## src/rtl/serial_deserializer.sv

```systemverilog
// Framed serial-to-parallel receiver: LSB-first payload followed by an all-ones trailer.
module serial_deserializer #(
    parameter int unsigned WORD_LENGTH = 8
) (
    input  logic                   clk,
    input  logic                   reset,
    input  logic                   serial_in,
    input  logic                   sync,
    output logic [WORD_LENGTH-1:0] data_out,
    output logic                   valid,
    output logic                   frame_err,
    output logic                   busy
);

    localparam int unsigned W  = WORD_LENGTH;
    localparam int unsigned CW = $clog2(WORD_LENGTH) + 1;

    typedef enum logic [1:0] {
        IDLE    = 2'd0,
        DATA    = 2'd1,
        TRAILER = 2'd2
    } state_t;

    state_t          state, state_next;
    logic [CW-1:0]   cnt, cnt_next;
    logic [W-1:0]    payload, payload_next;
    logic            trl_err, trl_err_next;
    logic [W-1:0]    data_out_next;
    logic            valid_next;
    logic            frame_err_next;
    logic            busy_next;
    logic            bit_err;
    logic            last_bit;

    // State and datapath registers, all cleared asynchronously
    always_ff @(posedge clk or negedge reset) begin
        if (!reset) begin
            state     <= IDLE;
            cnt       <= '0;
            payload   <= '0;
            trl_err   <= 1'b0;
            data_out  <= '0;
            valid     <= 1'b0;
            frame_err <= 1'b0;
            busy      <= 1'b0;
        end else begin
            state     <= state_next;
            cnt       <= cnt_next;
            payload   <= payload_next;
            trl_err   <= trl_err_next;
            data_out  <= data_out_next;
            valid     <= valid_next;
            frame_err <= frame_err_next;
            busy      <= busy_next;
        end
    end

    // Next-state and next-output logic; sync always wins and restarts the frame
    always_comb begin
        state_next     = state;
        cnt_next       = cnt;
        payload_next   = payload;
        trl_err_next   = trl_err;
        data_out_next  = data_out;
        valid_next     = 1'b0;
        frame_err_next = 1'b0;
        bit_err        = trl_err | ~serial_in;
        last_bit       = (cnt == CW'(W - 1));

        if (sync) begin
            // A sync inside an unfinished frame kills that frame
            frame_err_next = (state != IDLE);
            state_next     = DATA;
            cnt_next       = CW'(1);
            payload_next   = W'(serial_in);
            trl_err_next   = 1'b0;
        end else begin
            unique case (state)
                IDLE: begin
                end
                DATA: begin
                    payload_next = payload | (W'(serial_in) << cnt);
                    if (last_bit) begin
                        cnt_next     = '0;
                        trl_err_next = 1'b0;
                        state_next   = TRAILER;
                    end else begin
                        cnt_next = cnt + CW'(1);
                    end
                end
                TRAILER: begin
                    trl_err_next = bit_err;
                    if (last_bit) begin
                        cnt_next   = '0;
                        state_next = IDLE;
                        if (bit_err) begin
                            frame_err_next = 1'b1;
                        end else begin
                            data_out_next = payload;
                            valid_next    = 1'b1;
                        end
                    end else begin
                        cnt_next = cnt + CW'(1);
                    end
                end
                default: begin
                    state_next = IDLE;
                    cnt_next   = '0;
                end
            endcase
        end

        // busy spans the frame including its completion-pulse cycle
        busy_next = (state_next != IDLE) | valid_next | frame_err_next;
    end

endmodule

```

## config.mk

```make
export PLATFORM = sky130hd
export DESIGN_NAME = serial_deserializer
export DESIGN_NICKNAME = d
export VERILOG_FILES = /design/src/rtl/serial_deserializer.sv
export SDC_FILE = /design/constraint.sdc
export NUM_CORES = 1
export LEC_CHECK = 0
export CORE_MARGIN = 2
export CORE_UTILIZATION = 55
export CTS_CLUSTER_DIAMETER = 120
export DETAILED_ROUTE_END_ITERATION = 8
export HOLD_SLACK_MARGIN = 0.08
export PLACE_DENSITY = 0.83
export SLEW_MARGIN = 10
export SYNTH_ARGS = -nofsm -noshare
export SYNTH_HDL_FRONTEND = slang
export SYNTH_SLANG_ARGS = --single-unit
```

## constraint.sdc

```tcl
create_clock -name clk -period 2.75 [get_ports clk]
set_input_delay 0.55 -clock clk [delete_from_list [all_inputs] [get_ports clk]]
set_output_delay 0.55 -clock clk [all_outputs]
set_load 0.02 [all_outputs]
```

Word-level counts from Yosys, hierarchy flattened
Index checks and enable logic that the tools add are counted.

cells by class
  muxes and demuxes = 20
  bitwise operators = 7
  shift-type cells = 1
  add/sub/neg operators = 1
  equal/unequal tests = 5
  reductions and logical operators = 8

operator list
  cell                                                              count
  8-bit two-way mux                                                 2
  1-bit two-way mux                                                 10
  4-bit two-way mux                                                 2
  8-bit bitwise OR                                                  1
  4-bit one-hot mux with 2 select lines                             1
  1-bit by 4-bit << shifter with 8-bit output                       1
  2-bit two-way mux                                                 3
  2-bit one-hot mux with 3 select lines                             1
  2-bit nonzero test                                                3
  4-bit by 1-bit adder with 4-bit output (second input constant)    1
  4-bit by 3-bit == test with 1-bit output (second input constant)  1
  4-bit AND reduction                                               1
  3-bit inequality test (second input constant)                     1
  1-bit inverter                                                    3
  1-bit bitwise OR                                                  3
  3-bit nonzero test                                                1
  2-bit by 1-bit == test with 1-bit output (second input constant)  1
  2-bit == test (second input constant)                             1
  2-bit zero test                                                   1
  2-bit inequality test (second input constant)                     1
  1-bit one-hot mux with 2 select lines                             1
  2-bit AND reduction                                               1
  2-bit OR reduction                                                1

word-level totals
  word-level logic and storage cells = 50
  flip-flop bits (word level) = 26

Logic depth before layout (Yosys ltp)
Gate-level depths: netlist of the first run.

  depth after elaboration = 8
  mapped depth = 6

Least setup slack after synthesis of the first run
OpenSTA, ideal clock, no wires.

  path kind = register -> register
  start = register state[0]
  end = register data_out[0]
  clock period less this slack = 1.810 ns
  stages on the path, launching flop included = 7
  setup time = 0.125 ns
  data arrival time = 1.684 ns
  slack = 0.940 ns
  path through = dfrtp_1 inv_1 ha_1 nand4b_4 or4_4 buf_6 mux2_4

on the way
  longest elaborated chain between the ends = 2

ends and longest elaborated chain
  item                                  RTL line  text
  from (decl)                           24        state_t state, state_next;
  from (signal assigned)                47        state <= state_next;
  2-bit == test                         78        unique case (state)
  4-bit AND reduction (no source line)  n/a
  to (signal assigned)                  51        data_out <= data_out_next;
  to (decl)                             9         output logic [WORD_LENGTH-1:0] data_out,

Every way passes these cells.
A chain may end at the register's enable or synchronous reset.

Worst setup path after layout of the first run
  start = register cnt[0]
  end = register data_out[3]

on the way
  longest elaborated chain between the ends = 2

ends and longest elaborated chain
  item                                      RTL line  text
  from (decl)                               25        logic [CW-1:0] cnt, cnt_next;
  from (signal assigned)                    48        cnt <= cnt_next;
  4-bit by 3-bit == test with 1-bit output  68        last_bit = (cnt == CW'(W - 1));
  4-bit AND reduction (no source line)      n/a

Every way passes these cells.

==> results of run 1 <==
[Yosys cell counts (2+ instances only)]
cell / count
sky130_fd_sc_hd__a21oi_1: 9
sky130_fd_sc_hd__a221o_1: 2
sky130_fd_sc_hd__a311oi_1: 3
sky130_fd_sc_hd__and4b_1: 2
sky130_fd_sc_hd__clkbuf_1: 3
sky130_fd_sc_hd__dfrtp_1: 26
sky130_fd_sc_hd__ha_1: 5
sky130_fd_sc_hd__inv_1: 7
sky130_fd_sc_hd__mux2_4: 8
sky130_fd_sc_hd__nand2_1: 3
sky130_fd_sc_hd__nand3b_1: 2
sky130_fd_sc_hd__nor2_1: 9
sky130_fd_sc_hd__nor2b_1: 3
sky130_fd_sc_hd__o21a_1: 2
sky130_fd_sc_hd__o21ai_0: 2
[worst paths after layout]
check	endpoint	cells after the start	slack, ns	start
max in group asynchronous	cnt[2]	2	1.95	reset
max reg2reg	data_out[3]	4	0.77	cnt[0]
min	data_out[2]	1	0.53	data_out[2]
min reg2reg	data_out[2]	1	0.53	data_out[2]
max	data_out[3]	4	0.77	cnt[0]
min in group asynchronous	data_out[7]	2	0.57	reset
[final cells by class]
| cell class | count | share of cell area [%] |
|---|---|---|
| Inverter | 7 | 1.81 |
| Tap cell | 28 | 2.41 |
| Sequential cell | 26 | 44.7 |
| Timing Repair Buffer | 16 | 10.7 |
| Clock inverter | 1 | 2.06 |
| Clock buffer | 3 | 1.55 |
| Multi-Input combinational cell | 66 | 36.8 |
[routing by layer]
layer / vias up / share of wire (%) / GRT usage [%]
met2: 14 / 48 / 30.6
met5: - / 0 / 0
met1: 413 / 47 / 28.5
met3: 5 / 3.7 / 5.85
met4: 0 / 1.2 / 5.26
li1: 403 / - / -
[metrics by stage]
step	cells	setup WS, ns	hold slack (ns)
finish	147	0.768	0.526
global route	147	0.634	0.540
CTS	147	0.767	0.530
detailed placement	143	0.516	0.495
global placement	143	0.550	0.479
floorplan	104	0.940	0.254
[cell families after synthesis]
group	count (synthesis)	synth area share, %
buffers and inverters	12	4.34
adders and majority gates	5	5.05
and+or+nand+nor	31	16.7
DFF	26	52.5
muxes	8	9.69
AOI/OAI and AO/OA	22	11.8
[power by group through the flow]
| stage | Combinational, mW | Clock [mW] | Sequential, mW |
|---|---|---|---|
| 4_1_cts | 0.328 | 0.265 | 0.505 |
| 5_1_grt | 0.369 | 0.281 | 0.518 |
| 3_5_place_dp | 0.325 | 0 | 0.511 |
| 6_report | 0.327 | 0.260 | 0.505 |
| 2_1_floorplan | 0.239 | 0 | 0.500 |
| 3_3_place_gp | 0.308 | 0 | 0.507 |
[layout by cell type, fill, tap and decap left out, drive strengths merged]
master,count
a21oi,9
a221o,2
a311oi,3
a31oi,1
and2b,1
and3b,1
and4b,2
buf,2
bufinv,1
clkbuf,3
clkdlybuf4s50,14
dfrtp,26
ha,5
inv,7
mux2,8
nand2,3
nand2b,1
nand3,1
nand3b,2
nand4b,1
nor2,9
nor2b,3
nor3,1
nor3b,1
nor4b,1
nor4bb,1
o21a,2
o21ai,2
o22ai,1
o311ai,1
o32ai,1
or2,1
or4,2
[registers in the layout, summed over array words and instances (netlist names)]
signal and cells:
frame_err 1, payload 8, valid 1, data_out 8, state 2, trl_err 1, cnt 4, busy 1
==> results.md, run 1 <==
- Effective utilization at floorplan: 57.2%
- Final hold violation count: 0
- Number of enable-type register cells in the synthesized netlist: 0
- Ys flop type: sky130_fd_sc_hd__dfrtp_1
- Number of buffers created by CTS: 3
- Insertion delay of the later-clocked pin in the worst-skew pair: 0.32 ns
- Cells taking the most area after synthesis: sky130_fd_sc_hd__dfrtp_1 (52%), sky130_fd_sc_hd__mux2_4 (9.7%), sky130_fd_sc_hd__ha_1 (5.0%)
- Final cycle utilization of the critical path: 72.1%
- Final min period: 1.98 ns
- Number of antenna violations at the first check in global routing: 0
- Cell area reported after detailed placement: 1400 um2
- Worst-case headroom to the max-slew limit: 52.7%
- Netlist area before placement: 1240 um2
- CTS H-tree lvls: 1
- Core Footprint: 2170 um2
- Number of DRC violations after detailed routing: 0
- Proportion of synthesized chip area in sequential cells: 52.5%
- Buffers from clock root to sink, at most: 2
- Count of state elements after synthesis: 26
- Kind of cell adding the most delay to the critical path: simple AND/OR/NAND/NOR gates
- Worst IR drop on VDD: 0.000619 V
- Footprint of the multi-input gates: 536 um2
- Final count of pins violating max slew: 0
- Congestion Overflow GR: 0
- Detailed Route Iter0 Violations: 9
- Nets in the synthesized netlist: 113
- RSZ-0062 raised after global routing: no
- Internal power contribution: 0.737 mW
- TritonCTS clock tree: done
- Maximum clock rate: 0.504 GHz
- Total vias in the final route: 835
- Via count normalized by instance count: 5.68
- Worst setup skew after layout: 0.00137 ns
- Width of the chip: 51.5 um
- Switching Fraction: 32.5%
- Part of the power in registers: 46.3%
- Clock Pin Slew Worst Setup and Hold Paths: 0.14 ns
- Antenna diode count: 0
- Count of yosys warnings during synthesis: 0
- Critical path cell sequence: ha_1 -> nand4b_4 -> or4_4 -> mux2_4
- Fraction of final layout cells sized beyond drive strength 1: 14.3%
- Slew at the pin with the worst max-slew slack: 0.700 ns
- Ys async rst share: 100%
- Post-CTS setup buffers: 0
- Number of distinct library cell variants in the gate-level netlist after synthesis: 33
- Total number of clock tree sinks: 26
- Part of the total power dissipated in combinational logic: 29.9%
- Status: completed
- Min-delay worst type: register to register
- Final ANT Viol Nets: 0
- Max-cap check violation count: 0
- Sw power: 0.355 mW
- Total of cells resized after clock tree synthesis: 0
- Leakage power summed over all cells: 0.717 nW
- Utilization of the core after routing: 67.1%
- Final setup violation count: 0
- Synth-to-layout area growth: 17.4%
- Number of hold-repair buffers added at the cts stage: 0
- Final weighted congestion of routability-driven global placement: 0.765
- Total of fill cells in the finished design: 174
- Root buffer cell: sky130_fd_sc_hd__clkbuf_4
- Avg Inst Size Synth: 11.9 um2
- Register Area: 651 um2
- Critical path type: register to register
- Number of input and output port buffers inserted: 14
- Std-Cell Rows: 17
- Chip height: 51.5 um
- Die area: 2650 um2
- Portion of total power attributed to the clock network: 23.8%
- Nature of the critical path startpoint: register
- CP max stage delay: 0.55 ns
- Final instance area: 1460 um2
- Wire length per cell after detailed routing: 14.7 um
- Total Power: 1.09 mW
- Routed WL: 2160 um
- Pin count of the biggest net entering global routing: 27
- Cell with the largest stage delay on the worst path: sky130_fd_sc_hd__or4_4
- Fraction of synthesized cell area taken by the top area cell type: 52.5%
- Top Ports: 15
- GRT Util Overall: 20.2%
- Wire length of the first global-routing pass: 3970 um
- Post-layout net count: 129
- Critical path data required time: 2.97 ns
- Aggregate negative setup slack: 0 ns
- Ratio of total power to cell area: 750 nW/um2
- Synthesized instance count: 104
- Half-perimeter wire length of the detailed placement result: 1570 um
- Maximum fanout along the worst path: 9
- First-pass iteration count of the detailed router: 4
- Data arrival at the endpoint of the critical path: 2.21 ns
- Cell taking the most area after synthesis: sky130_fd_sc_hd__dfrtp_1
- Type of element capturing the critical path: register
- Number of global-route vias before repair: 820
- Buffering stage count on the worst path with inverters included: 0
Note: power is estimated with default switching activity, not from simulation.
==> run 2: changes to the inputs <==
CORE_UTILIZATION = 54   (was 55)
PLACE_DENSITY = 0.82   (was 0.83)
clock period = 2.1 ns   (was 2.75 ns; I/O delays follow)
==> results.md, run 2 (synthesis results as in run 1) <==
- Status: completed
- Buffers from clock root to sink, at most: 2 (unchanged)
- Std-Cell Rows: 17 (unchanged)
- Inst Count DP: 146 (+2.1%)
- Chip height: 51.9 um (+0.85%)
- TritonCTS clock tree: done
- Number of hold-repair buffers added at the cts stage: 0 (unchanged)
- Number of input and output port buffers inserted: 14 (unchanged)
- Number of DRC violations after detailed routing: 0 (unchanged)
- Worst IR drop on VDD: 0.000611 V (-1.3%)
- Half-perimeter wire length of the detailed placement result: 1740 um (+11%)
- Critical path type: register to register
- Buffering stage count on the worst path with inverters included: 1 (+1)
- Final hold violation count: 0 (unchanged)
- Post-layout net count: 132 (+2.3%)
- RSZ-0062 raised after global routing: no
- Total vias in the final route: 862 (+3.2%)
- Synth-to-layout area growth: 17.9%
- Effective utilization at floorplan: 56.6% (-0.55 points)
- Detailed Route Iter0 Violations: 11 (+2)
- Root buffer cell: sky130_fd_sc_hd__clkbuf_4
- Final instance area: 1460 um2 (+0.43%)
- Part of the power in registers: 48.0% (+1.7 points)
- Worst-case headroom to the max-slew limit: 76.4% (+24 points)
- Leakage power summed over all cells: 0.724 nW (+1.0%)
- Reg2reg setup slack: 0.15 ns (-0.62 ns)
- Min-delay worst type: primary input to async pin
- Fraction of final layout cells sized beyond drive strength 1: 16.4% (+2.1 points)
- Total Power: 1.35 mW (+24%)
- Pin count of the biggest net entering global routing: 27 (unchanged)
- Width of the chip: 51.9 um (+0.85%)
- CP max stage delay: 0.55 ns (about the same)
- Final min period: 1.95 ns (-0.0285 ns)
- Ratio of total power to cell area: 923 nW/um2 (+23%)
- Worst setup skew after layout: 0.00346 ns (+0.00209 ns)
- Number of global-route vias before repair: 809 (-1.3%)
- Insertion delay of the later-clocked pin in the worst-skew pair: 0.30 ns (-0.02 ns)
- Sw power: 0.450 mW (+27%)
- Top Ports: 15 (unchanged)
- GRT Util Overall: 20.4% (+0.22 points)
- Aggregate negative setup slack: 0 ns (unchanged)
- Die area: 2700 um2 (+1.7%)
- Nature of the critical path startpoint: register
- Number of buffers created by CTS: 3 (unchanged)
- Leading cell types in the layout, fill and taps excluded: sky130_fd_sc_hd__dfrtp_1 (26), sky130_fd_sc_hd__clkdlybuf4s50_1 (14), sky130_fd_sc_hd__nor2_1 (9), sky130_fd_sc_hd__a21oi_1 (9), sky130_fd_sc_hd__mux2_4 (8)
- Max-cap check violation count: 0 (unchanged)
- Switching Fraction: 33.4% (+0.84 points)
- Commonest non-fill, non-tap cell in the layout: sky130_fd_sc_hd__dfrtp_1
- Final count of pins violating max slew: 0 (unchanged)
- Wire length per cell after detailed routing: 15.3 um (+4.1%)
- Post-Layout Cell Count: 150 (+2.0%)
- Wire length of the first global-routing pass: 3950 um (-0.53%)
- Data arrival at the endpoint of the critical path: 2.16 ns (-0.05 ns)
- Largest registers ranked by flip-flop count: data_out (8), payload (8), cnt (4)
- Kind of cell adding the most delay to the critical path: simple AND/OR/NAND/NOR gates
- Final setup violation count: 0 (unchanged)
- Core Footprint: 2190 um2 (+0.98%)
- Cell with the largest stage delay on the worst path: sky130_fd_sc_hd__or4_4
- Antenna diode count: 0 (unchanged)
- Post-CTS setup buffers: 0 (unchanged)
- Type of element capturing the critical path: register
- Final weighted congestion of routability-driven global placement: 0.775 (+1.3%)
- Maximum clock rate: 0.512 GHz (+1.5%)
- Critical path cell sequence: inv_1 -> ha_1 -> nand4b_4 -> or4_4 -> mux2_4
- First-pass iteration count of the detailed router: 6 (+2)
- CTS H-tree lvls: 1 (unchanged)
- Total number of clock tree sinks: 26 (unchanged)
- Final cycle utilization of the critical path: 93.0% (+21 points)
- Global route hottest layer: met2
- Total of cells resized after clock tree synthesis: 0 (unchanged)
- Maximum fanout along the worst path: 9 (unchanged)
- Cell area reported after detailed placement: 1430 um2 (+1.6%)
- Grt met2 use: 32.9% (+2.4 points)
- Portion of total power attributed to the clock network: 17.7% (-6.1 points)
- Congestion Overflow GR: 0 (unchanged)
- Met3 Resource Use GR: 2.59% (-3.3 points)
- Slew at the pin with the worst max-slew slack: 0.354 ns (-0.346 ns)
- Clock Pin Slew Worst Setup and Hold Paths: 0.13 ns (about the same)
- Via count normalized by instance count: 5.75 (+1.2%)
- Final ANT Viol Nets: 0 (unchanged)
- Part of the total power dissipated in combinational logic: 34.3% (+4.4 points)
- Routed WL: 2290 um (+6.2%)
- Number of antenna violations at the first check in global routing: 0 (unchanged)
- Met1 track demand over resource in global routing: 29.1% (+0.68 points)
- Internal power contribution: 0.899 mW (+22%)
- Critical path data required time: 2.30 ns (-0.67 ns)
-- run 2: routing by layer --
layer  wire length, um  up-vias  part of all wire (%)
li1                  -      414                     -
met1              1030      416                    45
met2              1130       30                    49
met3               118        2                   5.1
met4                13        0                  0.57
met5                 0        -                     0
-- run 2: final timing paths --
path,cells past startpoint,start,end
hold reg to reg,2,payload[3],payload[3]
hold / removal,2,reset,busy
max in group asynchronous,2,reset,state[1]
setup reg to reg,5,state[0],data_out[3]
min in group clk,2,payload[3],payload[3]
setup / recovery,5,state[0],data_out[3]
-- run 2: metrics by stage --
step	hold WS (ns)	util [%]	setup WS, ns
final	0.466	66.7	0.146
after CTS	0.479	66.7	0.140
after global placement	0.481	65.0	0.0663
after global routing	0.483	66.7	0.0429
after floorplan	0.124	-	0.290
after detailed placement	0.494	65.0	0.0329
-- run 2: cell type report --
type	instances	area (um2)
fill	159	729
sequential	26	651
multi-input combinational	66	536
timing repair buffer	19	178
clock buffer	4	36.3
tap	28	35.0
inverter	7	26.3
-- run 2: power groups by stage --
| stage | combinational, mW | clock (mW) | sequential, mW |
|---|---|---|---|
| after floorplan | 0.313 | 0 | 0.655 |
| after global routing | 0.520 | 0.269 | 0.661 |
| final | 0.463 | 0.239 | 0.647 |
| after CTS | 0.466 | 0.243 | 0.648 |
| after global placement | 0.440 | 0 | 0.652 |
| after detailed placement | 0.465 | 0 | 0.656 |
